**src/rtl/qspi_ram_bridge.sv**
```systemverilog
// Quad-SPI slave bridging host nibble traffic onto a shared byte RAM.
// Pins are oversampled in the clk domain; writes are single-cycle strobes, reads are prefetched.
`timescale 1ns/1ps
module qspi_ram_bridge #(
  parameter int unsigned ADDR_WIDTH   = 8,
  parameter int unsigned DUMMY_CYCLES = 2,
  parameter int unsigned RD_LAT       = 1
) (
  input  logic                  clk,
  input  logic                  rst,
  input  logic                  qspi_sck,
  input  logic                  qspi_cs_n,
  input  logic [3:0]            qspi_io_in,
  output logic [3:0]            qspi_io_out,
  output logic                  qspi_io_oe,
  output logic [ADDR_WIDTH-1:0] ram_addr,
  output logic [7:0]            ram_wdata,
  output logic                  ram_wen,
  input  logic [7:0]            ram_rdata,
  output logic                  frame_done
);

  typedef enum logic [2:0] {
    IDLE,
    CMD,
    ADDR,
    WDATA,
    DUMMY,
    RDATA,
    IGNORE
  } state_t;

  localparam logic [7:0] CMD_WRITE = 8'h32;
  localparam logic [7:0] CMD_READ  = 8'h6B;

  state_t                state;
  logic                  sck_s1, sck_s2, sck_d;
  logic                  cs_s1, cs_s2, cs_d;
  logic [3:0]            io_s1, io_s2;
  logic                  wr_flag;
  logic                  nib_odd;
  logic [3:0]            hi_nib;
  logic [3:0]            lo_nib;
  logic [ADDR_WIDTH-1:0] addr_reg;
  logic [3:0]            dcnt;
  logic [2:0]            rd_cnt;
  logic [7:0]            nxt_byte;

  logic                  sck_rise, sck_fall, cs_rise, cs_fall;
  logic [7:0]            in_byte;
  logic [ADDR_WIDTH-1:0] in_addr;

  assign sck_rise = sck_s2 & ~sck_d;
  assign sck_fall = ~sck_s2 & sck_d;
  assign cs_rise  = cs_s2 & ~cs_d;
  // Frames start on a cs_n fall so a frame cut by reset is not re-parsed mid-stream.
  assign cs_fall  = ~cs_s2 & cs_d;
  assign in_byte  = {hi_nib, io_s2};
  assign in_addr  = in_byte[ADDR_WIDTH-1:0];

  always_ff @(posedge clk) begin
    if (rst) begin
      state       <= IDLE;
      sck_s1      <= 1'b0;
      sck_s2      <= 1'b0;
      sck_d       <= 1'b0;
      cs_s1       <= 1'b0;
      cs_s2       <= 1'b0;
      cs_d        <= 1'b0;
      io_s1       <= '0;
      io_s2       <= '0;
      wr_flag     <= 1'b0;
      nib_odd     <= 1'b0;
      hi_nib      <= '0;
      lo_nib      <= '0;
      addr_reg    <= '0;
      dcnt        <= '0;
      rd_cnt      <= '0;
      nxt_byte    <= '0;
      qspi_io_out <= '0;
      qspi_io_oe  <= 1'b0;
      ram_addr    <= '0;
      ram_wdata   <= '0;
      ram_wen     <= 1'b0;
      frame_done  <= 1'b0;
    end else begin
      sck_s1     <= qspi_sck;
      sck_s2     <= sck_s1;
      sck_d      <= sck_s2;
      cs_s1      <= qspi_cs_n;
      cs_s2      <= cs_s1;
      cs_d       <= cs_s2;
      io_s1      <= qspi_io_in;
      io_s2      <= io_s1;
      ram_wen    <= 1'b0;
      frame_done <= 1'b0;

      if (rd_cnt != '0) begin
        rd_cnt <= rd_cnt - 3'd1;
        if (rd_cnt == 3'd1)
          nxt_byte <= ram_rdata;
      end

      if (cs_rise) begin
        state       <= IDLE;
        qspi_io_oe  <= 1'b0;
        qspi_io_out <= '0;
        frame_done  <= ((state == WDATA) || (state == RDATA)) && !nib_odd;
        nib_odd     <= 1'b0;
        rd_cnt      <= '0;
      end else begin
        case (state)
          IDLE: begin
            if (cs_fall) begin
              state   <= CMD;
              nib_odd <= 1'b0;
            end
          end
          CMD: begin
            if (sck_rise) begin
              nib_odd <= ~nib_odd;
              if (!nib_odd) begin
                hi_nib <= io_s2;
              end else if (in_byte == CMD_WRITE) begin
                state   <= ADDR;
                wr_flag <= 1'b1;
              end else if (in_byte == CMD_READ) begin
                state   <= ADDR;
                wr_flag <= 1'b0;
              end else begin
                state <= IGNORE;
              end
            end
          end
          ADDR: begin
            if (sck_rise) begin
              nib_odd <= ~nib_odd;
              if (!nib_odd) begin
                hi_nib <= io_s2;
              end else if (wr_flag) begin
                state    <= WDATA;
                addr_reg <= in_addr;
              end else begin
                state    <= DUMMY;
                dcnt     <= '0;
                ram_addr <= in_addr;
                addr_reg <= in_addr + 1'b1;
                rd_cnt   <= 3'(RD_LAT + 1);
              end
            end
          end
          WDATA: begin
            if (sck_rise) begin
              nib_odd <= ~nib_odd;
              if (!nib_odd) begin
                hi_nib <= io_s2;
              end else begin
                ram_wen   <= 1'b1;
                ram_addr  <= addr_reg;
                ram_wdata <= in_byte;
                addr_reg  <= addr_reg + 1'b1;
              end
            end
          end
          DUMMY: begin
            if (sck_rise) begin
              if (dcnt == 4'(DUMMY_CYCLES - 1)) begin
                state      <= RDATA;
                qspi_io_oe <= 1'b1;
                nib_odd    <= 1'b0;
              end else begin
                dcnt <= dcnt + 4'd1;
              end
            end
          end
          RDATA: begin
            if (sck_fall) begin
              nib_odd <= ~nib_odd;
              if (!nib_odd) begin
                qspi_io_out <= nxt_byte[7:4];
                lo_nib      <= nxt_byte[3:0];
              end else begin
                // Low nibble goes out; fetch the following byte while it is on the bus.
                qspi_io_out <= lo_nib;
                ram_addr    <= addr_reg;
                addr_reg    <= addr_reg + 1'b1;
                rd_cnt      <= 3'(RD_LAT + 1);
              end
            end
          end
          IGNORE: begin
          end
          default: state <= IDLE;
        endcase
      end
    end
  end

endmodule

```
**config.mk**
```make
export PLATFORM = sky130hd
export DESIGN_NAME = qspi_ram_bridge
export DESIGN_NICKNAME = d
export VERILOG_FILES = /design/src/rtl/qspi_ram_bridge.sv
export SDC_FILE = /design/constraint.sdc
export NUM_CORES = 1
export LEC_CHECK = 0
export CORE_ASPECT_RATIO = 1.75
export CORE_UTILIZATION = 56
export DETAILED_ROUTE_END_ITERATION = 12
export PLACE_DENSITY_LB_ADDON = 0.2
export SLEW_MARGIN = 20
export SYNTH_ARGS = -nofsm -noshare
export SYNTH_HDL_FRONTEND = slang
export SYNTH_SLANG_ARGS = --single-unit
```
**constraint.sdc**
```tcl
create_clock -name clk -period 2.5 [get_ports clk]
set_input_delay 0.5 -clock clk [delete_from_list [all_inputs] [get_ports clk]]
set_output_delay 0.5 -clock clk [all_outputs]
set_load 0.05 [all_outputs]
```
==> results.sh, run 1 <==
export IMPL_dp_slack_ns=0.368
export IMPL_setup_viol=0
export IMPL_antenna_found_initial=0
export IMPL_antenna_left=0
export IMPL_power_leakage_nw=1.43
export IMPL_max_cap_violations=0
export IMPL_fin_setup_tns_ns=0
export IMPL_drc=0
export IMPL_die_h_um=106
export IMPL_critical_path_max_stage_delay_ns=0.55
export IMPL_skew_ns=0.0109
export IMPL_r2r_slack_ns=0.33
export IMPL_post_route_min_period_ns=2.17
export IMPL_area_growth_pct=18.7
export IMPL_reg2reg_from="state[1]"
export IMPL_vias=2761
export IMPL_period_share=0.870
export IMPL_critPathSlowestCell="dfxtp_1"
export IMPL_post_cts_resized=0
export IMPL_postCtsSetupRepairBufs=0
export IMPL_syn_inst=389
export IMPL_path_cells="nand2b_1 -> o22ai_4 -> a2111oi_4 -> buf_4 -> nor2_1 -> a2111oi_1"
export IMPL_place_area_um2=3920
export IMPL_avgSynthCellArea_um2=8.98
export IMPL_hold_violations=0
export IMPL_die_x_um=61.7
export IMPL_start_util=0.590
export IMPL_timing_final_ws_setup_ns=0.326
export IMPL_yosysSeqAreaShare=0.418
export IMPL_ys_flop_type="dfxtp_1"
export IMPL_grt_total_usage=0.248
export IMPL_clock_latency_ns=0.36
export IMPL_gr_total_overflow=0
export IMPL_antenna_cells=0
export IMPL_timing_fmax_ghz=0.460
export IMPL_cts_tree="built"
export IMPL_ff2ff_path_depth=6
export IMPL_cp_endpoint="addr_reg[6]"
export IMPL_synth_edf_count=0
export IMPL_p_total_mw=2.65
export IMPL_cts_sinks=73
export IMPL_ys_seq_elements=73
export IMPL_async_reset_ff_frac=0
export IMPL_end_kind="flop"
export IMPL_layout_commonest_cell="dfxtp_1"
export IMPL_hold_class="flop to flop"
export IMPL_relSlewSlack=0.639
export IMPL_cts_path_max_buffers=2
export IMPL_viasPerCell=5.48
export IMPL_layout_drive_gt1_share=0.0986
export IMPL_final_cell_mix="dfxtp_1, nor2_1, clkdlybuf4s50_1"
export IMPL_place_inst=488
export IMPL_rows=37
export IMPL_status="completed"
export IMPL_synth_cell_types=62
export IMPL_worstPathArrival_ns=2.41
export IMPL_rsz0062_at_grt="false"
export IMPL_syn_cell_area_um2=3490
export IMPL_crit_required_ns=2.73
export IMPL_grt_pass1_vias=2748
export IMPL_core_area_um2=5930
export IMPL_portBuffers=38
export IMPL_grt_max_degree=35
export IMPL_holdBufCountCts=0
export IMPL_crit_fanout=16
export IMPL_path_clk_slew_ns=0.08
export IMPL_place_gp_congestion=0.855
export IMPL_cp_startpoint="state[1]"
export IMPL_cts_root_buf="clkbuf_8"
export IMPL_drt_pass1_iterations=4
export IMPL_r2r_end="addr_reg[6]"
export IMPL_worstSetupPathType="flop to flop"
export IMPL_final_core_util=0.700
export IMPL_hpwl_mm=5.23
export IMPL_hold_worst_slack_ns=0.438
export IMPL_maxSlewViolCount=0
export IMPL_final_cell_count_no_fill=504
export IMPL_cts_made_buffers=9
export IMPL_syn_num_nets=413
export IMPL_avgRoutedWirePerCell_um=14.3
export IMPL_crit_path_start_kind="flop"
export IMPL_irDropWorstVdd_mv=0.873
export IMPL_worstMarginPinSlew_ns=0.538
export IMPL_final_area_um2=4150
export IMPL_yosysWarnings=0
export IMPL_pin_count=39
export IMPL_grt_pass1_wl_mm=12.0
export IMPL_drtIter0Drc=152
export IMPL_power_density_nw_per_um2=640
export IMPL_dieArea_um2=6570
export IMPL_cts_htree_levels=3
export IMPL_nets=445
export IMPL_wirelength_mm=7.20
cells in the mapped netlist (all sizes together) (4+ instances only):
cell | n | share of area
xor2 | 4 | 0.010
dfxtp | 73 | 0.42
a21oi | 13 | 0.019
nor3b | 5 | 0.012
ha | 8 | 0.029
nand3 | 6 | 0.0086
nor2 | 57 | 0.061
and3 | 4 | 0.0072
inv | 9 | 0.0097
nor2b | 17 | 0.030
a311oi | 8 | 0.024
and2 | 4 | 0.0072
a2111oi | 4 | 0.021
buf | 10 | 0.019
nor3 | 4 | 0.0057
o21ai | 16 | 0.023
nand2b | 7 | 0.013
clkbuf | 19 | 0.020
a211oi | 9 | 0.021
mux2i | 31 | 0.089
nand2 | 33 | 0.035
o21a | 5 | 0.011
cell families (layout without fill, tap and decap cells):
kind of cell | Yosys count | in the layout | share of synthesized area
flip-flops | 73 | 73 | 0.418
adder cells (fa/ha/maj) | 8 | 8 | 0.0287
AND/OR/NAND/NOR | 159 | 159 | 0.232
multiplexers | 31 | 31 | 0.0888
XOR/XNOR | 7 | 7 | 0.0176
buffers and inverters | 38 | 75 | 0.0491
AO/OA/AOI/OAI | 73 | 73 | 0.166
final cells by class:
cell class / count / area [µm²]
clock buffer: 10 / 138
timing repair buffer: 50 / 465
clock inverter: 6 / 88.8
fill: 515 / 1780
sequential: 73 / 1460
multi-input combinational: 278 / 1860
tap: 78 / 97.6
inverter: 9 / 33.8
metal layers:
metal	share of wire	GRT usage	routed length (µm)	vias to the layer above
met1	0.41	0.265	2950	1279
met3	0.031	0.0608	221	11
li1	-	-	-	1417
met5	0	0	0	-
met4	0.022	0.137	159	0
met2	0.54	0.423	3870	54
critical path, delay by kind of cell (launching register included):
kind	cells	cell delay, ns
buffers and inverters	1	0.25
AOI/OAI and AO/OA	3	0.85
DFF	1	0.55
and+or+nand+nor	2	0.38
report_power, final:
part           internal (mW)  switching (mW)
clock                  0.590           0.458
combinational          0.162           0.182
sequential              1.22          0.0442
total                   1.97           0.684
worst min-delay path by stage:
| stage | start | end | slack, ns | cells after the start |
|---|---|---|---|---|
| global route | cs_s1 | cs_s2 | 0.46 | 1 |
| finish | io_s1[0] | io_s2[0] | 0.44 | 1 |
| global placement | sck_s1 | sck_s2 | 0.42 | 1 |
| floorplan | cs_s1 | cs_s2 | 0.41 | 1 |
| CTS | io_s1[0] | io_s2[0] | 0.44 | 1 |
| detailed placement | io_s1[0] | io_s2[0] | 0.42 | 1 |
Power figures use the tool's default switching activity.
==> run 2, diff against run 1 <==
--- a/config.mk
+++ b/config.mk
@@ -6,6 +6,7 @@
 export NUM_CORES = 1
 export LEC_CHECK = 0
 export CORE_ASPECT_RATIO = 1.75
+export CORE_MARGIN = 2
 export CORE_UTILIZATION = 56
 export DETAILED_ROUTE_END_ITERATION = 12
 export PLACE_DENSITY_LB_ADDON = 0.2
==> results.sh, run 2 (synthesized netlist as in run 1, its figures left out) <==
export IMPL_status="completed"
export IMPL_crit_fanout=16
export IMPL_multi_input_area_um2=1860
export IMPL_critPathSlowestCell="dfxtp_1"
export IMPL_cts_path_max_buffers=2
export IMPL_worstPathArrival_ns=2.37
export IMPL_worstSetupPathType="flop to flop"
export IMPL_crit_path_start_kind="flop"
export IMPL_fin_setup_tns_ns=0
export IMPL_ff_latch_area_um2=1460
export IMPL_antenna_left=0
export IMPL_hold_depth=1
export IMPL_cts_root_buf="clkbuf_8"
export IMPL_critical_path_max_stage_delay_ns=0.53
export IMPL_holdBufCountCts=0
export IMPL_gr_total_overflow=0
export IMPL_timing_fmax_ghz=0.470
export IMPL_place_gp_congestion=0.851
export IMPL_cp_num_cells=6
export IMPL_maxSlewViolCount=0
export IMPL_drtIter0Drc=157
export IMPL_setup_viol=0
export IMPL_hold_class="flop to flop"
export IMPL_rsz0062_at_grt="false"
export IMPL_final_cell_mix="dfxtp_1, nor2_1, clkdlybuf4s50_1"
export IMPL_ff2ff_path_depth=6
export IMPL_relSlewSlack=0.624
export IMPL_grt_max_degree=40
export IMPL_skew_ns=0.00943
export IMPL_layout_commonest_cell="dfxtp_1"
export IMPL_die_x_um=63.7
export IMPL_vias=2788
export IMPL_antenna_found_initial=0
export IMPL_period_share=0.850
export IMPL_power_leakage_nw=1.41
export IMPL_viasPerCell=5.52
export IMPL_nFillCells=505
export IMPL_nets=444
export IMPL_drt_pass1_iterations=4
export IMPL_post_cts_resized=0
export IMPL_clock_latency_ns=0.35
export IMPL_wirelength_mm=7.21
export IMPL_cts_sinks=73
export IMPL_area_growth_pct=17.8
export IMPL_post_route_min_period_ns=2.13
export IMPL_cts_htree_levels=3
export IMPL_postCtsSetupRepairBufs=0
export IMPL_crit_buf_inv=1
export IMPL_antenna_cells=0
export IMPL_rows=38
export IMPL_power_density_nw_per_um2=616
export IMPL_path_clk_slew_ns=0.08
export IMPL_grt_total_usage=0.229
export IMPL_avgRoutedWirePerCell_um=14.3
export IMPL_cts_tree="built"
export IMPL_dieArea_um2=6910
export IMPL_max_cap_violations=0
export IMPL_crit_required_ns=2.74
export IMPL_grt_pass1_vias=2706
export IMPL_drc=0
export IMPL_portBuffers=38
export IMPL_grt_pass1_wl_mm=12.3
export IMPL_worstMarginPinSlew_ns=0.561
export IMPL_path_cells="nand2b_1 -> o22ai_4 -> a2111oi_4 -> buf_4 -> nor2_1 -> a2111oi_1"
export IMPL_end_kind="flop"
export IMPL_hpwl_mm=5.26
export IMPL_start_util=0.570
export IMPL_layout_drive_gt1_share=0.0965
export IMPL_cts_made_buffers=9
export IMPL_irDropWorstVdd_mv=0.525
export IMPL_core_area_um2=6130
export IMPL_hold_violations=0
export IMPL_die_h_um=108
export IMPL_pin_count=39
export IMPL_p_total_mw=2.54
export IMPL_cp_top_family="compound AO/OA/AOI/OAI gates"
## run 2: cell type report
| cell class | count | share of cell area |
|---|---|---|
| Timing Repair Buffer | 49 | 0.111 |
| Multi-Input combinational cell | 278 | 0.452 |
| Clock buffer | 9 | 0.0301 |
| Sequential cell | 73 | 0.355 |
| Clock inverter | 7 | 0.0191 |
| Tap cell | 80 | 0.0243 |
| Inverter | 9 | 0.00821 |
## run 2: worst paths after layout
path / slack, ns / end / from
setup / recovery: 0.37 / addr_reg[6] / state[1]
hold / removal: 0.43 / io_s2[0] / io_s1[0]
setup reg to reg: 0.37 / addr_reg[6] / state[1]
hold reg to reg: 0.43 / io_s2[0] / io_s1[0]
## run 2: worst reg2reg max path, delay by kind of cell (launching register included)
family / cells / cell delay, ns
AOI/OAI and AO/OA: 3 / 0.85
buffers and inverters: 1 / 0.26
DFF: 1 / 0.53
and+or+nand+nor: 2 / 0.39
## run 2: power breakdown
group | internal, mW | switching, mW
clock network | 0.470 | 0.461
registers | 1.22 | 0.0409
logic | 0.162 | 0.187
total | 1.85 | 0.689
## run 2: per-layer routing
| layer | up-vias | global-route usage | share of wire | routed length (µm) |
|---|---|---|---|---|
| li1 | 1418 | - | - | - |
| met1 | 1316 | 0.243 | 0.40 | 2880 |
| met2 | 44 | 0.418 | 0.55 | 3990 |
| met3 | 10 | 0.0562 | 0.029 | 210 |
| met4 | 0 | 0.109 | 0.018 | 128 |
| met5 | - | 0 | 0 | 0 |
## run 2: per-stage QoR
step	utilization	hold WS, ns	area (µm²)	cells	worst slack, ns
floorplan	-	0.414	3490	389	0.721
global placement	0.638	0.416	3910	489	0.495
detailed placement	0.638	0.424	3910	489	0.408
CTS	0.671	0.435	4120	505	0.407
global route	0.671	0.448	4120	505	0.226
finish	0.671	0.433	4120	505	0.374
